$ cat config.mk
export PLATFORM = sky130hd
export DESIGN_NAME = led_pattern_gen
export DESIGN_NICKNAME = d
export VERILOG_FILES = /design/src/rtl/led_pattern_pkg.sv /design/src/rtl/led_pattern_gen_tick_gen.sv /design/src/rtl/led_pattern_gen.sv
export SDC_FILE = /design/constraint.sdc
export NUM_CORES = 1
export LEC_CHECK = 0
export ABC_AREA = 0
export CORE_UTILIZATION = 60
export DETAILED_ROUTE_END_ITERATION = 10
export PLACE_DENSITY = 0.86
export SLEW_MARGIN = 10
export SYNTH_ARGS = -nofsm -noshare
export SYNTH_HDL_FRONTEND = slang
export SYNTH_SLANG_ARGS = --single-unit
$ cat constraint.sdc
create_clock -name clk -period 5.39 [get_ports clk]
set_input_delay 1.3475 -clock clk [delete_from_list [all_inputs] [get_ports clk]]
set_output_delay 1.3475 -clock clk [all_outputs]
set_load 0.05 [all_outputs]
$ cat src/rtl/led_pattern_pkg.sv
// Shared types and helpers for the LED pattern engine.
// Optional feature macro used by led_pattern_gen: LED_PWM_EN.
package led_pattern_pkg;

    typedef enum logic [1:0] {
        BLINK  = 2'd0,
        SHIFT  = 2'd1,
        BOUNCE = 2'd2,
        COUNT  = 2'd3
    } led_mode_e;

    localparam logic DIR_UP   = 1'b0;
    localparam logic DIR_DOWN = 1'b1;

    // Start pattern for a mode, right-aligned in 32 bits; caller truncates to its width.
    function automatic logic [31:0] led_start(input led_mode_e mode, input int width);
        logic [63:0] ones;
        ones = (64'd1 << width) - 64'd1;
        case (mode)
            BLINK:         return ones[31:0];
            SHIFT, BOUNCE: return 32'd1;
            default:       return 32'd0;
        endcase
    endfunction

endpackage

$ cat src/rtl/led_pattern_gen_tick_gen.sv
// Prescaler: counts 0..TICK_CYCLES-1 while enabled and pulses tick on the last count.
module tick_gen #(
    parameter int TICK_CYCLES = 50_000_000,
    parameter int CNT_W       = $clog2(TICK_CYCLES)
) (
    input  logic clk,
    input  logic rst,
    input  logic en,
    input  logic clr,
    output logic tick
);

    localparam logic [CNT_W-1:0] CNT_MAX = CNT_W'(TICK_CYCLES - 1);

    logic [CNT_W-1:0] cnt;

    // clr restarts the interval even while paused, so a new mode gets a full first step.
    always_ff @(posedge clk) begin
        if (rst || clr) begin
            cnt <= '0;
        end else if (en) begin
            cnt <= (cnt == CNT_MAX) ? '0 : cnt + CNT_W'(1);
        end
    end

    assign tick = (cnt == CNT_MAX) && en;

endmodule

$ cat src/rtl/led_pattern_gen.sv
// LED pattern engine: blink, running light, ping-pong and binary count stepped by a prescaler tick.
// Define LED_PWM_EN to add a registered brightness PWM stage on the LED outputs.
module led_pattern_gen
    import led_pattern_pkg::*;
#(
    parameter int LED_W       = 4,
    parameter int TICK_CYCLES = 50_000_000,
    parameter int CNT_W       = $clog2(TICK_CYCLES)
) (
    input  logic             clk,
    input  logic             rst,
    input  logic             en,
    input  logic [1:0]       mode,
    input  logic [3:0]       bright,
    output logic             tick,
    output logic [LED_W-1:0] led
);

    led_mode_e        mode_q;
    logic             mode_change;
    logic [LED_W-1:0] pat;
    logic [LED_W-1:0] pat_next;
    logic [LED_W-1:0] shifted;
    logic             dir;
    logic             dir_next;

    assign mode_change = (led_mode_e'(mode) != mode_q);

    tick_gen #(
        .TICK_CYCLES(TICK_CYCLES),
        .CNT_W      (CNT_W)
    ) u_tick_gen (
        .clk (clk),
        .rst (rst),
        .en  (en),
        .clr (mode_change),
        .tick(tick)
    );

    always_ff @(posedge clk) begin
        if (rst) begin
            pat    <= LED_W'(1);
            dir    <= DIR_UP;
            mode_q <= SHIFT;
        end else begin
            pat    <= pat_next;
            dir    <= dir_next;
            mode_q <= led_mode_e'(mode);
        end
    end

    // A mode change wins over a coincident tick and reloads regardless of en.
    always_comb begin
        pat_next = pat;
        dir_next = dir;
        shifted  = '0;
        if (mode_change) begin
            pat_next = LED_W'(led_start(led_mode_e'(mode), LED_W));
            dir_next = DIR_UP;
        end else if (tick) begin
            case (mode_q)
                BLINK: pat_next = ~pat;
                SHIFT: pat_next = {pat[LED_W-2:0], pat[LED_W-1]};
                BOUNCE: begin
                    if (dir == DIR_UP) begin
                        shifted = pat << 1;
                        if (shifted[LED_W-1]) dir_next = DIR_DOWN;
                    end else begin
                        shifted = pat >> 1;
                        if (shifted[0]) dir_next = DIR_UP;
                    end
                    pat_next = shifted;
                end
                default: pat_next = pat + LED_W'(1);
            endcase
        end
    end

`ifdef LED_PWM_EN
    logic [3:0]       pwm_cnt;
    logic [LED_W-1:0] led_q;

    // Lit for pwm_cnt 0..bright, i.e. (bright+1)/16 duty.
    always_ff @(posedge clk) begin
        if (rst) begin
            pwm_cnt <= 4'd0;
            led_q   <= LED_W'(1);
        end else begin
            pwm_cnt <= pwm_cnt + 4'd1;
            led_q   <= pat & {LED_W{pwm_cnt <= bright}};
        end
    end

    assign led = led_q;
`else
    logic unused_bright;
    assign unused_bright = ^bright;
    assign led = pat;
`endif

endmodule
==> results.toml <==
[clock_tree]
htree_levels = 2
ctsResizeCount = 0
clk_latency_ns = 0.35
cts_tree = "done"
cts_root_buffer = "clkbuf_4"
clk_pin_slew_ns = 0.11
numCtsBuffers = 5
clock_path_buffers = 2
post-cts-setup-buffer-count = 0
postCtsHoldBufs = 0
cts.sinks = 33

[synthesis]
ys_seq_elements = 33
syn_inst = 222
synth_cell_type_count = 40
synth_flop_cell = "dfxtp_1"
synthArstFlopShare_pct = 0
synth_edf_count = 0
syn_area_per_cell_sq_um = 8.09
mappedNetlistArea_sq_um = 1800
synth_seq_area_share_pct = 36.8
yosys_warnings = 0
syn-num-nets = 234

[grt]
antenna_found_initial = 0
grt_max_degree = 26
grt_use_total_pct = 24.4
grt_pass1_vias = 1423
grt_pass1_wl_um = 6070
grt_overflow = 0

[setup_path]
crit_fanout = 10
cp-start-kind = "primary input"
crit_chain = "clkdlybuf4s50_1 > nand4_2 > nor4_1 > nand2_1 > inv_1 > buf_4"
regToRegStartpoint = "u_tick_gen.cnt[0]"
crit_arrival_ns = 3.22
cpPeakStageDelay_ns = 0.62
path_buf_inv = 3
r2r_end = "u_tick_gen.cnt[23]"
critPathTopFamily = "simple AND/OR/NAND/NOR gates"
reg2reg_depth = 6
r2r_slack_ns = 2.95
slowest_stage = "clkdlybuf4s50_1"
crit_type = "in2out"
cp-end-kind = "output port"
required_ns = 4.04

[min_path]
hold_class = "reg2reg"
min_path_cells = 2
min_to = "u_tick_gen.cnt[22]"
min-delay-start = "u_tick_gen.cnt[22]"

[floorplanning]
die_w_um = 56.7
die_h_um = 56.7
initial_core_util_pct = 64.0
row_count = 19
placeableCoreArea_sq_um = 2810
die-area_sq_um = 3220
io_pins = 14

[timing]
clock-skew-final_ns = 0.0168
max_freq_mhz = 219
post-route-period-util_pct = 84.7
finalSetupViolCount = 0
hold_viol_final = 0
max-slew-margin-rel_pct = 35.1
rsz0062_at_grt = "no"
fin_hold_ws_ns = 0.523
setup-tns-final_ns = 0
slew_viol_final = 0
tightestPinTransition_ns = 0.965
finalCriticalPeriod_ns = 4.57

[layout]
nets = 240
drive_gt1_share_pct = 7.42
num_antenna_cells = 0
syn_to_final_growth_pct = 9.61
final_util_pct = 70.2
instances_no_fill = 260

[detailed_routing]
vias = 1495
via_per_inst = 5.75
first_pass_iters = 8
finalWirelength_um = 3400
antenna_left = 0
remaining_drc_errors = 4
wl_per_cell_um = 13.1
dr.first_iter.drc_count = 70

[job]
drv_cap = 0

[status]
violations = "design-rule violations"
status = "finished, violations left"

[power]
p_per_area_nw_per_um2 = 261
p_total_mw = 0.514
peakVddDrop_uv = 151
leakagePower_nw = 0.659

[placement]
place_inst = 252
dp_hpwl_um = 2390
io_buffers = 9
place_congestion = 0.900
## routing by layer
metal  share of wire (%)  track usage, %  wire length (um)  vias to the layer above
li1                    -               -                 -                      785
met1                  49            31.3              1660                      677
met2                  46            38.4              1550                       29
met3                 4.7            6.22               161                        4
met4                0.85            10.7                29                        0
met5                   0               0                 0                        -
## flip-flops by register name, indices dropped and copies added, names as in the netlist
register,flops
led,4
dir,1
u_tick_gen.cnt,26
mode_q,2
## placed cells by master, fill, tap and decap left out, types with 5 or more instances in the layout
cell,n
xor2_1,20
a21oi_1,6
nand2_1,18
nand3_1,10
nor2_1,41
xnor2_1,6
o21ai_0,6
nand4_1,12
and3_1,5
clkdlybuf4s50_1,8
clkbuf_4,5
nor3_1,9
dfxtp_1,33
inv_1,9
## cell usage after synthesis (3+ instances only)
cell type | n | area [sq um]
a211oi_1 | 4 | 30.0
a21oi_1 | 6 | 30.0
and3_1 | 5 | 31.3
buf_2 | 3 | 15.0
clkbuf_1 | 6 | 22.5
dfxtp_1 | 33 | 661
ha_1 | 3 | 37.5
inv_1 | 9 | 33.8
nand2_1 | 18 | 67.6
nand3_1 | 10 | 50.1
nand4_1 | 12 | 75.1
nor2_1 | 41 | 154
nor3_1 | 9 | 45.0
o21ai_0 | 6 | 30.0
or3_1 | 3 | 18.8
xnor2_1 | 6 | 52.6
xor2_1 | 20 | 175
## metrics by stage
step / cell area, sq um / setup slack [ns]
floorplan: 1800 / 1.47
global placement: 1880 / 0.881
detailed placement: 1880 / 0.854
CTS: 1970 / 0.852
global route: 1970 / 0.664
finish: 1970 / 0.825
## kinds of logic (layout without fill, tap and decap cells)
logic type | Yosys count | count (layout) | share of synthesized area (%)
fa+ha+maj | 3 | 3 | 2.09
xor+xnor | 26 | 26 | 12.7
mux | 1 | 1 | 0.557
flops | 33 | 33 | 36.8
simple gates | 113 | 113 | 33.2
buf+inv | 19 | 26 | 4.25
compound gates | 27 | 27 | 10.4
## worst max-delay path by stage
stage,start,end,slack [ns],cells after the start
after global placement,en,tick,0.88,6
after CTS,en,tick,0.85,6
after global routing,en,tick,0.66,6
after floorplan,en,tick,1.47,5
final,en,tick,0.82,6
after detailed placement,en,tick,0.85,6
## power breakdown
group	total (mW)	switching, mW	internal (mW)
Clock	0.198	0.0877	0.110
Sequential	0.258	0.00938	0.248
Combinational	0.0586	0.0363	0.0223
Total	0.514	0.133	0.381
## tightest hold or removal path, stage by stage, from the launching register on
cell	delay (ns)
dfxtp_1	0.35
o21ai_0	0.08
a21oi_1	0.06
## cell type report
type | count | area (sq um)
Clock buffer | 6 | 51.3
Clock inverter | 2 | 37.5
Fill cell | 239 | 836
Inverter | 9 | 33.8
Multi-Input combinational cell | 170 | 1060
Sequential cell | 33 | 661
Tap cell | 31 | 38.8
Timing Repair Buffer | 9 | 87.6
Note: power is estimated with default switching activity, not from simulation.
